--- src/rtl/mmio_pkg.sv ---
// Shared register map and defaults for the memory-mapped IO responder.
package mmio_pkg;
  localparam int IO_LSB_DEFAULT = 9;

  typedef enum logic [1:0] {
    REG_LED = 2'd0,
    REG_SW  = 2'd1,
    REG_BTN = 2'd2,
    REG_HEX = 2'd3
  } reg_e;
endpackage

--- src/rtl/mmio_peripheral_if.sv ---
// CPU-side load/store port shared with memory; the peripheral is the slave.
interface mmio_peripheral_if #(
  parameter int DATA_WIDTH = 16,
  parameter int ADDR_WIDTH = 16
);
  logic [ADDR_WIDTH-1:0] addr;
  logic [DATA_WIDTH-1:0] wdata;
  logic                  write;
  logic [DATA_WIDTH-1:0] rdata;

  modport master (output addr, wdata, write, input rdata);
  modport slave  (input addr, wdata, write, output rdata);
endinterface

--- src/rtl/hex_to_7seg.sv ---
// Nibble to active-high segment pattern {g,f,e,d,c,b,a}.
module hex_to_7seg (
  input  logic [3:0] nib_i,
  output logic [6:0] seg_o
);
  always_comb begin
    seg_o = 7'h00;
    unique case (nib_i)
      4'h0: seg_o = 7'h3F;
      4'h1: seg_o = 7'h06;
      4'h2: seg_o = 7'h5B;
      4'h3: seg_o = 7'h4F;
      4'h4: seg_o = 7'h66;
      4'h5: seg_o = 7'h6D;
      4'h6: seg_o = 7'h7D;
      4'h7: seg_o = 7'h07;
      4'h8: seg_o = 7'h7F;
      4'h9: seg_o = 7'h6F;
      4'hA: seg_o = 7'h77;
      4'hB: seg_o = 7'h7C;
      4'hC: seg_o = 7'h39;
      4'hD: seg_o = 7'h5E;
      4'hE: seg_o = 7'h79;
      4'hF: seg_o = 7'h71;
      default: seg_o = 7'h00;
    endcase
  end
endmodule

--- src/rtl/mmio_peripheral.sv ---
// IO-window responder: LED/HEX registers, debounced switches, sticky buttons,
// and a 4-digit multiplexed hex display.
module mmio_peripheral
  import mmio_pkg::*;
#(
  parameter int DATA_WIDTH      = 16,
  parameter int ADDR_WIDTH      = 16,
  parameter int IO_LSB          = IO_LSB_DEFAULT,
  parameter int DEBOUNCE_CYCLES = 50000,
  parameter int SCAN_CYCLES     = 10000
) (
  input  logic       clk,
  input  logic       rst_n,
  mmio_peripheral_if.slave bus,
  input  logic [9:0] sw_in,
  input  logic [3:0] btn_in,
  output logic [9:0] led_out,
  output logic [6:0] seg_n,
  output logic [3:0] an_n
);
  localparam int DBW = $clog2(DEBOUNCE_CYCLES);
  localparam int SCW = $clog2(SCAN_CYCLES);
  localparam logic [DBW-1:0] DB_MAX = DBW'(DEBOUNCE_CYCLES - 1);
  localparam logic [SCW-1:0] SC_MAX = SCW'(SCAN_CYCLES - 1);

  logic io_sel, wr, rd;
  reg_e rsel;
  assign io_sel = |bus.addr[ADDR_WIDTH-1:IO_LSB];
  assign rsel   = reg_e'(bus.addr[1:0]);
  assign wr     = io_sel & bus.write;
  assign rd     = io_sel & ~bus.write;

  // Inputs packed as {btn[3:0], sw[9:0]} through sync, sample and debounce.
  logic [13:0] sync1_q, sync2_q, samp_q, deb_q, deb_d, eq;
  logic [DBW-1:0] dbc_q;
  logic tick;
  assign tick = (dbc_q == DB_MAX);
  assign eq   = ~(sync2_q ^ samp_q);

  always_comb begin
    deb_d = deb_q;
    if (tick) deb_d = (eq & sync2_q) | (~eq & deb_q);
  end

  logic [3:0] sticky_q, sticky_d, rise, clr;
  assign rise = deb_d[13:10] & ~deb_q[13:10];
  assign clr  = (rd && rsel == REG_BTN) ? sticky_q : 4'h0;
  // A rising edge on the clearing edge re-sets the bit.
  assign sticky_d = (sticky_q & ~clr) | rise;

  logic [9:0]            led_q;
  logic [15:0]           hex_q;
  logic [DATA_WIDTH-1:0] rdata_q, rdata_d;

  always_comb begin
    rdata_d = '0;
    if (rd) begin
      unique case (rsel)
        REG_LED: rdata_d[9:0]  = led_q;
        REG_SW:  rdata_d[9:0]  = deb_q[9:0];
        REG_BTN: rdata_d[3:0]  = sticky_q;
        REG_HEX: rdata_d[15:0] = hex_q;
        default: rdata_d = '0;
      endcase
    end
  end

  logic [SCW-1:0] scan_q;
  logic [1:0]     idx_q;

  always_ff @(posedge clk or negedge rst_n) begin
    if (!rst_n) begin
      sync1_q  <= '0;
      sync2_q  <= '0;
      samp_q   <= '0;
      deb_q    <= '0;
      dbc_q    <= '0;
      sticky_q <= '0;
      led_q    <= '0;
      hex_q    <= '0;
      rdata_q  <= '0;
      scan_q   <= '0;
      idx_q    <= '0;
    end else begin
      sync1_q  <= {btn_in, sw_in};
      sync2_q  <= sync1_q;
      dbc_q    <= tick ? '0 : dbc_q + 1'b1;
      if (tick) samp_q <= sync2_q;
      deb_q    <= deb_d;
      sticky_q <= sticky_d;
      rdata_q  <= rdata_d;
      if (wr && rsel == REG_LED) led_q <= bus.wdata[9:0];
      if (wr && rsel == REG_HEX) hex_q <= bus.wdata[15:0];
      if (scan_q == SC_MAX) begin
        scan_q <= '0;
        idx_q  <= idx_q + 2'd1;
      end else begin
        scan_q <= scan_q + 1'b1;
      end
    end
  end

  logic [6:0] seg;
  hex_to_7seg u_hex (
    .nib_i (hex_q[4*idx_q +: 4]),
    .seg_o (seg)
  );

  assign bus.rdata = rdata_q;
  assign led_out   = led_q;
  assign seg_n     = ~seg;
  assign an_n      = ~(4'b0001 << idx_q);
endmodule
--- src/flat_wrapper.sv ---
// flat-port wrapper written by rule: the top's interface ports become plain ports
module mmio_peripheral_flat import mmio_pkg::*;
#(
  parameter int DATA_WIDTH      = 16,
  parameter int ADDR_WIDTH      = 16,
  parameter int IO_LSB          = IO_LSB_DEFAULT,
  parameter int DEBOUNCE_CYCLES = 50000,
  parameter int SCAN_CYCLES     = 10000
)
  (clk, rst_n, sw_in, btn_in, led_out, seg_n, an_n, bus_addr, bus_wdata, bus_write, bus_rdata);
  mmio_peripheral_if #(.DATA_WIDTH(DATA_WIDTH), .ADDR_WIDTH(ADDR_WIDTH)) bus_i ();
  input  logic clk;
  input  logic rst_n;
  input  logic [9:0] sw_in;
  input  logic [3:0] btn_in;
  output logic [9:0] led_out;
  output logic [6:0] seg_n;
  output logic [3:0] an_n;
  input wire logic [$bits(bus_i.addr)-1:0] bus_addr;
  input wire logic [$bits(bus_i.wdata)-1:0] bus_wdata;
  input wire logic [$bits(bus_i.write)-1:0] bus_write;
  output wire logic [$bits(bus_i.rdata)-1:0] bus_rdata;
  assign bus_i.addr = bus_addr;
  assign bus_i.wdata = bus_wdata;
  assign bus_i.write = bus_write;
  assign bus_rdata = bus_i.rdata;
  mmio_peripheral #(.DATA_WIDTH(DATA_WIDTH), .ADDR_WIDTH(ADDR_WIDTH), .IO_LSB(IO_LSB), .DEBOUNCE_CYCLES(DEBOUNCE_CYCLES), .SCAN_CYCLES(SCAN_CYCLES)) u_core (.clk(clk), .rst_n(rst_n), .bus(bus_i), .sw_in(sw_in), .btn_in(btn_in), .led_out(led_out), .seg_n(seg_n), .an_n(an_n));
endmodule
--- config.mk ---
export PLATFORM = sky130hd
export DESIGN_NAME = mmio_peripheral_flat
export DESIGN_NICKNAME = d
export VERILOG_FILES = /design/src/rtl/mmio_pkg.sv /design/src/rtl/mmio_peripheral_if.sv /design/src/rtl/hex_to_7seg.sv /design/src/rtl/mmio_peripheral.sv /design/src/flat_wrapper.sv
export SDC_FILE = /design/constraint.sdc
export NUM_CORES = 1
export LEC_CHECK = 0
export CORE_MARGIN = 2
export CORE_UTILIZATION = 40
export DETAILED_ROUTE_END_ITERATION = 10
export PLACE_DENSITY_LB_ADDON = 0.2
export SETUP_SLACK_MARGIN = 0.1
export SYNTH_ARGS = -nofsm -noshare
export SYNTH_HDL_FRONTEND = slang
export SYNTH_SLANG_ARGS = --single-unit
--- constraint.sdc ---
create_clock -name clk -period 1.95 [get_ports clk]
set_input_delay 0.195 -clock clk [delete_from_list [all_inputs] [get_ports clk]]
set_output_delay 0.195 -clock clk [all_outputs]
set_load 0.01 [all_outputs]
==> metrics.md <==
| Metric | Value |
|---|---|
| Outcome | finished, violations left |
| Violated checks | setup timing |
| Die extent in y | 122 um |
| Cell taking the most area after synthesis | dfrtp_1 |
| CTS tree | built |
| Clk_lat worst skew | 0.41 ns |
| Initial Util | 40.7% |
| Vias per cell | 4.96 |
| R2r setup slk | 0.23 ns |
| Share of Yosys cell area claimed by the top area cell type | 59.8% |
| Leakage | 3.41 nW |
| CTS root buf | clkbuf_16 |
| Residual DRC | 0 |
| DR iter-0 viols | 274 |
| Final worst-path cycle share | 127% |
| Total track usage | 17.6% |
| Syn_nets | 520 |
| Final Critical Period | 2.47 ns |
| Sequential-to-total area share from yosys stat | 59.8% |
| Via count | 3934 |
| Clock transition at path regs | 0.06 ns |
| ANT nets after route | 0 |
| R2R cell count | 4 |
| Hold Worst Slack | 0.217 ns |
| Pwr/cell area | 941 mW/mm2 |
| Top post-synthesis cells by area | dfrtp_1 60%, o21ai_0 4.2%, mux2_2 3.8%, mux4_2 3.6%, ha_1 2.7% |
| Final setup viols | 7 |
| Min-delay src | sw_in[1] |
| First-pass GRT wire length | 20.2 mm |
| WHS Path Cells | 1 |
| Critical path class | reg2out |
| Clock sink total | 134 |
| Hold crit path type | in2reg |
| Hold worst-path end | u_core.sync1_q[1] |
| Final Hold Vio Count | 0 |
| GR Overflow Total | 0 |
| Routed len/inst | 15.4 um |
| Die Footprint | 0.0150 mm2 |
| Ys async rst share | 100% |
| Vias in the first global route | 4117 |
| CTS Buffer Depth | 2 |
| Antenna violations before repair | 0 |
| Worst Path Max Fanout | 4 |
| Port buffer count | 78 |
| Post-Synthesis Cells | 459 |
| Final setup margin | -0.520 ns |
| Most frequent cells after synthesis | 134 x dfrtp_1, 47 x o21ai_0, 31 x nor2_1 |
| Htree depth | 4 |
| Slowest stage delay, CP | 0.57 ns |
| Detailed Route WL | 12.2 mm |
| Core region area | 0.0138 mm2 |
| Area delta synth->final | 37.2% |
| Drt pass-1 iters | 4 |
| Post-place setup slack | -0.500 ns |
| Least-Margin Pin Slew | 0.469 ns |
| Relative slew slack | 68.6% |
| Yosys reg bits | 134 |
| Crit path cell chain | mux4_2 -> inv_2 -> ha_4 -> inv_2 -> mux4_2 -> buf_6 |
| Largest net degree at the start of global routing | 59 |
| EDFF count, synth | 0 |
| Critical path arrival | 2.28 ns |
| Rows | 43 |
| VDD IR-drop max | 528 uV |
| Ant diodes | 0 |
| Clk_skew | 0.00874 ns |
| Setup crit end kind | output pin |
| IO Count | 86 |
| Max stage delay cell, worst path | mux4_2 |
| Nets | 661 |
| Gpl congestion | 0.831 |
| Maximum clock rate | 405 MHz |
| Reg-to-reg critical path startpoint | u_core.scan_q[4] |
| Req. time, crit path | 1.75 ns |
| Top-count cell post-synth | dfrtp_1 |
| Distinct cells, synth | 46 |
| RSZ-0062 raised after global routing | true |
| Startpoint Class | flop |
| FILL cells | 1185 |
| Avg Inst Size Synth | 12.2 um2 |
| Synth Cell Area | 0.00561 mm2 |
| Core Util, Final | 55.9% |
| Post-DP HPWL | 8.51 mm |
| Die W | 122 um |
| Fin Setup TNS | -3.15 ns |
| Slew Limit Fails | 0 |
| Main synth FF type | dfrtp_1 |
| Capturing point of the worst reg2reg path | u_core.idx_q[0] |
| Ys Warns | 0 |
| CTS Buf Count | 17 |
| Share of layout cells above drive strength 1 | 25.4% |
| Maxcap violations | 0 |
-- metrics by stage --
stage / instances / instance area, um2 / power, mW
after global routing: 793 / 7700 / 7.55
after floorplan: 459 / 5640 / 3.52
after global placement: 753 / 6970 / 4.12
after detailed placement: 753 / 6970 / 4.15
after CTS: 793 / 7690 / 7.31
final: 793 / 7700 / 7.24
-- critical path, delay by kind of cell (launching register included) --
family | cells | cell delay (ns)
multiplexers | 2 | 1.03
buffers and inverters | 3 | 0.29
flip-flops | 1 | 0.40
adder cells (fa/ha/maj) | 1 | 0.14
-- cell type report --
cell class / count / area (um2) / share of cell area (%)
flip-flops and latches: 134 / 3350 / 43.6
clock buffers: 17 / 425 / 5.52
clock inverters: 15 / 158 / 2.05
multi-input cells: 283 / 2170 / 28.1
repair buffers: 135 / 1260 / 16.3
well taps: 180 / 225 / 2.92
inverters: 29 / 111 / 1.45
-- per-layer routing --
metal	wire length, um	vias up	track usage, %
li1	-	1893	-
met1	5600	1940	23.4
met2	5960	90	28.1
met3	544	11	4.32
met4	107	0	6.32
met5	0	-	0
-- where the power goes --
group,internal (mW),switching (mW)
Clock,1.88,1.21
Combinational,0.661,0.436
Sequential,2.94,0.120
Total,5.48,1.76
-- how the worst max path moves through the flow --
stage | startpoint | to | cells past startpoint | slack [ns]
6_report | u_core.idx_q[0] | seg_n[3] | 6 | -0.52
5_1_grt | u_core.idx_q[0] | seg_n[3] | 6 | -0.61
4_1_cts | u_core.idx_q[0] | seg_n[3] | 6 | -0.55
3_5_place_dp | u_core.idx_q[0] | seg_n[3] | 6 | -0.50
3_3_place_gp | u_core.idx_q[0] | seg_n[3] | 6 | -0.43
2_1_floorplan | u_core.idx_q[0] | seg_n[3] | 6 | -0.04
-- flip-flops by register name, summed over array words and instances (netlist names), named ones only --
signal            count
u_core.bus.rdata     16
u_core.dbc_q         16
u_core.hex_q         16
u_core.samp_q        14
u_core.scan_q        14
u_core.sync1_q       14
u_core.sync2_q       14
u_core.led_out       10
u_core.deb_q          4
u_core.sticky_q       4
u_core.idx_q          2
-- cells in the final DEF, fill, tap and decap left out, drive strengths merged, types with 10 or more instances in the layout --
master and n:
clkdlybuf4s50 66, inv 30, o21ai 47, clkbuf 17, xnor2 12, nor2 31
mux4 10, nand2 30, ha 12, buf 64, dfrtp 134, a21oi 24
mux2 29, nand3 10
-- repair_timing --
action,4_1_cts,5_1_grt
buffers inserted,6,0
setup endpoints to repair,29,18
cloned,1,0
pin swaps,3,1
hold buffers,1,0
endpoints found under the hold margin,27,0
gates resized for setup,51,7
-- kinds of logic after synthesis --
family	after synthesis	synth area share, %
multiplexers	46	11.5
AO/OA/AOI/OAI	85	8.27
flip-flops	134	59.8
AND/OR/NAND/NOR	118	11.2
buffers and inverters	43	3.32
adder cells (fa/ha/maj)	12	2.68
XOR/XNOR	21	3.28
Note: power is estimated with default switching activity, not from simulation.
==> RTL change 1 (same flow settings) <==
`DATA_WIDTH` is set to 16 in 3 places; all go to 24.
--- a/src/rtl/mmio_peripheral_if.sv
+++ b/src/rtl/mmio_peripheral_if.sv
@@ -1,6 +1,6 @@
 // CPU-side load/store port shared with memory; the peripheral is the slave.
 interface mmio_peripheral_if #(
-  parameter int DATA_WIDTH = 16,
+  parameter int DATA_WIDTH = 24,
   parameter int ADDR_WIDTH = 16
 );
   logic [ADDR_WIDTH-1:0] addr;
--- a/src/rtl/mmio_peripheral.sv
+++ b/src/rtl/mmio_peripheral.sv
@@ -3,7 +3,7 @@
 module mmio_peripheral
   import mmio_pkg::*;
 #(
-  parameter int DATA_WIDTH      = 16,
+  parameter int DATA_WIDTH      = 24,
   parameter int ADDR_WIDTH      = 16,
   parameter int IO_LSB          = IO_LSB_DEFAULT,
   parameter int DEBOUNCE_CYCLES = 50000,
--- a/src/flat_wrapper.sv
+++ b/src/flat_wrapper.sv
@@ -1,7 +1,7 @@
 // flat-port wrapper written by rule: the top's interface ports become plain ports
 module mmio_peripheral_flat import mmio_pkg::*;
 #(
-  parameter int DATA_WIDTH      = 16,
+  parameter int DATA_WIDTH      = 24,
   parameter int ADDR_WIDTH      = 16,
   parameter int IO_LSB          = IO_LSB_DEFAULT,
   parameter int DEBOUNCE_CYCLES = 50000,
Interface: changed (resized bus_rdata and bus_wdata); port bits go from 86 to 102. No check against the original RTL was run, so the function may have changed too.
==> RTL change 1 against the unedited design <==
- the run still ends with setup timing left
- power up 5.4%
- global-route usage up 0.78 points
- sequential cell count unchanged
- clock power up 11%
- non-clock buffer count up 7
- clock skew down 2.3 ps
- cell area up 2.8%
- wire length up 7.1%
- synthesized cell count up 2.6%
- worst setup slack worse by 79 ps
- area after synthesis up 1.5%
- critical endpoint unchanged
==> RTL change 1: results (changes against the unedited design) <==
Clock tree
  – Clock-pin transition on the worst setup and hold timing paths: 60 ps (about the same)
  – Htree depth: 4 (unchanged)

Outcome
  – Failing checks: setup timing
  – Status: complete, but fails checks

Synth
  – Synth Warn #: 0 (unchanged)
  – Area contributors post-synth: dfrtp_1, mux2_2, mux4_2
  – Synth cell count leaders: dfrtp_1, a21oi_1, o21ai_0
  – Seq/Total Area, Yosys: 58.9% (-0.87 points)

Route
  – Via density: 5.00 (+0.74%)
  – DR iter-0 viols: 214 (-22%)
  – WL met3: 626 um (+15%)
  – Routed WL: 13100 um (+7.1%)
  – Met2 routed WL: 6380 um (+7.0%)
  – Max layer used: met4
  – Wl on met1: 5760 um (+2.9%)

Placed design
  – Placer Congestion: 0.850 (+2.3%)
  – I/O Buffers: 78 (unchanged)
  – Cell Area, Placed: 7060 sq um (+1.3%)
  – Dpl ws: -494 ps (+6.43 ps)
  – Dpl hpwl: 8820 um (+3.6%)

STA
  – Final setup viols: 7 (unchanged)
  – Post-route setup slack: -599 ps (-79.0 ps)
  – Worst Max-Slew Pin Slew: 656 ps (+187 ps)
  – Final Skew: 6.40 ps (-2.34 ps)

Pwr
  – Static leakage: 3.47 nW (+1.7%)
  – Peak supply drop: 566 uV (+7.3%)

Global route
  – Vias in the first global route: 4134 (+0.41%)
  – First-pass GRT wire length: 20900 um (+3.6%)
  – Total track usage: 18.4% (+0.78 points)
  – Largest net degree at the start of global routing: 48 (-19%)

Finish
  – Share of cells above drive strength 1: 27.1% (+1.7 points)
  – # nets final: 687 (+3.9%)
  – Final-layout fill cell count: 1151 (-2.9%)

Job
  – Total of max-cap violations: 0 (unchanged)

Setup path
  – WP data arrival: 2350 ps (+70 ps)
RTL change 1: cell types whose count changed after synthesis, moves of 2 or more:
cell     before  now
or3_1         1    3
nand4_1       4    7
a21oi_1      24   39
nor3_1        5    3
o21ai_0      47   36
buf_4         0    9
nor2_1       31   27
nor4b_1       0    2
buf_2         7    5
RTL change 1: cells by family (layout without fill, tap and decap cells):
family | count (synthesis) | count (layout) | share of synthesized area [%]
adders and majority gates | 12 | 12 | 2.64
and+or+nand+nor | 120 | 120 | 11.4
other | 1 | 8 | 0.0659
AOI/OAI and AO/OA | 87 | 87 | 8.24
DFF | 134 | 134 | 58.9
muxes | 45 | 46 | 11.2
xor gates and xnor gates | 21 | 21 | 3.23
buffers and inverters | 51 | 203 | 4.35
RTL change 1: final timing paths:
path	slack [ps]	startpoint	endpoint	depth (start not counted)
worst min-delay path	210	sw_in[8]	u_core.sync1_q[8]	1
worst min register to register	350	u_core.sync1_q[7]	u_core.sync2_q[7]	0
min in group asynchronous	350	rst_n	u_core.sync1_q[10]	2
max in group asynchronous	960	rst_n	u_core.idx_q[0]	3
worst max-delay path	-600	u_core.idx_q[0]	seg_n[3]	5
worst max register to register	200	u_core.scan_q[4]	u_core.idx_q[0]	4
RTL change 1: what timing repair did:
action | 4_1_cts | 5_1_grt
hold buffers | 1 | 0
gates resized for setup | 62 | 14
pin swaps | 7 | 5
endpoints found under the setup margin | 30 | 46
buffers inserted | 9 | 1
cloned | 2 | 1
endpoints found under the hold margin | 44 | 0
RTL change 1: layer usage:
layer  vias up  global-route usage [%]
li1       1915                       -
met1      2013                    24.1
met2        99                    28.6
met3        26                    5.30
met4         0                    7.81
met5         -                       0
RTL change 1: worst max-delay path: stages (launching register included):
cell     delay (ps)
dfrtp_2         410
mux4_2          570
buf_6           150
ha_2            180
mux4_2          490
buf_6           140
RTL change 1: final cells by class:
type,count,area (sq um),share of cell area (%)
clock buffers,20,467,5.90
clock inverters,12,175,2.21
inverters,29,111,1.41
multi-input cells,294,2240,28.3
flip-flops and latches,134,3350,42.4
well taps,180,225,2.85
repair buffers,142,1340,16.9
RTL change 1: where the power goes:
part	leakage, nW	switching [mW]	internal (mW)
logic	1.45	0.466	0.696
registers	1.72	0.118	2.94
clock network	0.296	1.18	2.23
RTL change 1: per-stage QoR:
| step | setup TNS (ps) | cells | total power, mW |
|---|---|---|---|
| 2_1_floorplan | -37.1 | 478 | 3.54 |
| 3_3_place_gp | -10560 | 766 | 4.15 |
| 3_5_place_dp | -11930 | 766 | 4.18 |
| 4_1_cts | -3410 | 810 | 7.66 |
| 5_1_grt | -3770 | 811 | 7.92 |
| 6_report | -3350 | 811 | 7.64 |
==> RTL change 2 (config.mk and constraints unchanged) <==
Made on the original files. `rdata_q` no longer has a reset.
--- a/src/rtl/mmio_peripheral.sv
+++ b/src/rtl/mmio_peripheral.sv
@@ -78,7 +78,6 @@
       sticky_q <= '0;
       led_q    <= '0;
       hex_q    <= '0;
-      rdata_q  <= '0;
       scan_q   <= '0;
       idx_q    <= '0;
     end else begin
@@ -88,7 +87,6 @@
       if (tick) samp_q <= sync2_q;
       deb_q    <= deb_d;
       sticky_q <= sticky_d;
-      rdata_q  <= rdata_d;
       if (wr && rsel == REG_LED) led_q <= bus.wdata[9:0];
       if (wr && rsel == REG_HEX) hex_q <= bus.wdata[15:0];
       if (scan_q == SC_MAX) begin
@@ -98,6 +96,10 @@
         scan_q <= scan_q + 1'b1;
       end
     end
+  end
+
+  always_ff @(posedge clk) begin
+    rdata_q <= rdata_d;
   end
 
   logic [6:0] seg;
Check against the original RTL: differs if rst_n is asserted again (counterexample within 4 cycles, from zero or initial values and one cycle with rst_n low); with rst_n held inactive, the same outputs for 10 cycles.
==> RTL change 2 against the unedited design <==
- the run still ends with setup timing left
- power rose by 2.1%
- global-route usage fell by 0.062 points
- cell area is 0.33% higher
- wire length about the same
- sequential cell count unchanged
- area after synthesis down 0.87%
- register-to-register slack improved by 20 ps
- largest power group unchanged
- worst setup slack got worse by 34 ps
==> RTL change 2: results (changes against the unedited design) <==
Route
  – Pre-Repair DR Iteration Count: 4 (unchanged)
  – DR iter-0 viols: 201 (-27%)
  – Wl on met1: 5480 um (-2.1%)
  – WL met3: 626 um (+15%)
  – Routed WL: 12200 um (about the same)
  – Met2 routed WL: 5880 um (-1.2%)
  – WL/cell: 15.5 um (+0.62%)
  – Via density: 5.00 (+0.86%)

Placed design
  – Dpl hpwl: 8510 um (about the same)
  – Placed Cells: 747 (-0.80%)
  – Placer Congestion: 0.805 (-3.1%)
  – Cell Area, Placed: 6870 sq um (-1.5%)
  – Dpl ws: -471 ps (+29.8 ps)

Pwr
  – Static leakage: 3.36 nW (-1.3%)
  – Peak supply drop: 615 uV (+17%)

Global route
  – Total track usage: 17.5% (-0.062 points)
  – Vias in the first global route: 3913 (-5.0%)
  – Global Route met3 Usage: 5.34% (+1.0 points)
  – GRT met2 Usage: 27.9% (-0.19 points)
  – First-pass GRT wire length: 19800 um (-1.9%)
  – Largest net degree at the start of global routing: 35 (-41%)
  – GR Util met1: 22.5% (-0.92 points)

Setup path
  – Reg-to-reg endpoint: u_core.deb_q[11]
  – CP endpoint: seg_n[5]
  – WP data arrival: 2310 ps (+30 ps)
  – Reg2reg setup slack: 250 ps (+20 ps)
  – Reg-to-Reg Start: u_core.dbc_q[12]
  – CP Max Fanout: 5 (+1)
  – Cell count of the worst reg-to-reg path: 5 (+1)
  – Worst path max stage delay: 580 ps
  – CP max stage cell: mux4_2
  – CP startpoint: u_core.idx_q[0]

Worst hold path
  – Hold Path End: u_core.sync1_q[5]
  – HP Start: sw_in[5]

Synth
  – FFs w/ async S/R, synth: 88.1% (-12 points)
  – Synth Net Count: 522 (+0.38%)
  – Synth cell count leaders: dfrtp_1, o21ai_0, nor2_1
  – Cells after Synth: 461 (+0.44%)
  – Post-synthesis cell type count: 49 (+6.5%)
  – Area contributors post-synth: dfrtp_1, dfxtp_1, o21ai_0
  – Seq/Total Area, Yosys: 58.8% (-0.92 points)

STA
  – Worst Max-Slew Pin Slew: 476 ps (+7.22 ps)
  – Setup TNS: -2980 ps (+175 ps)
  – Post-route setup slack: -554 ps (-34.3 ps)
  – Final Skew: 7.56 ps (-1.19 ps)
  – Final setup viols: 7 (unchanged)
  – Hold_ws: 219 ps (+1.73 ps)

Clock tree
  – Cts repair resizes: 76 (+49%)
  – CTS sink count: 134 (unchanged)
  – Clock-pin transition on the worst setup and hold timing paths: 50 ps
  – Worst skew pair latency: 410 ps (about the same)
  – Post-CTS setup buffer count: 5 (-1)

Finish
  – # nets final: 656 (-0.76%)
  – Share of cells above drive strength 1: 27.6% (+2.2 points)

Outcome
  – Status: complete, but fails checks
  – Failing checks: setup timing
-- RTL change 2: cell count changes after synthesis, sizes merged, moves of 5 or more --
cell   unedited run  this run
and3              3         8
dfrtp           134       118
dfxtp             0        16
o31ai             7         1
-- RTL change 2: layout make-up --
class / instances / area [sq um]
inverters: 28 / 108
multi-input cells: 286 / 2320
clock buffers: 20 / 457
flip-flops and latches: 134 / 3280
clock inverters: 12 / 153
repair buffers: 128 / 1190
fillers: 1139 / 5990
well taps: 180 / 225
-- RTL change 2: report_power, final --
part / switching [mW] / total, mW / internal (mW) / leakage [nW]
combinational: 0.447 / 1.11 / 0.659 / 1.44
clock: 1.17 / 3.25 / 2.07 / 0.300
sequential: 0.109 / 3.04 / 2.93 / 1.63
total: 1.73 / 7.40 / 5.67 / 3.36
-- RTL change 2: logic make-up after synthesis --
family | synth area share, %
fa+ha+maj | 2.70
xor+xnor | 3.46
flops | 58.8
simple gates | 11.9
mux | 11.6
buf+inv | 3.28
compound gates | 8.23
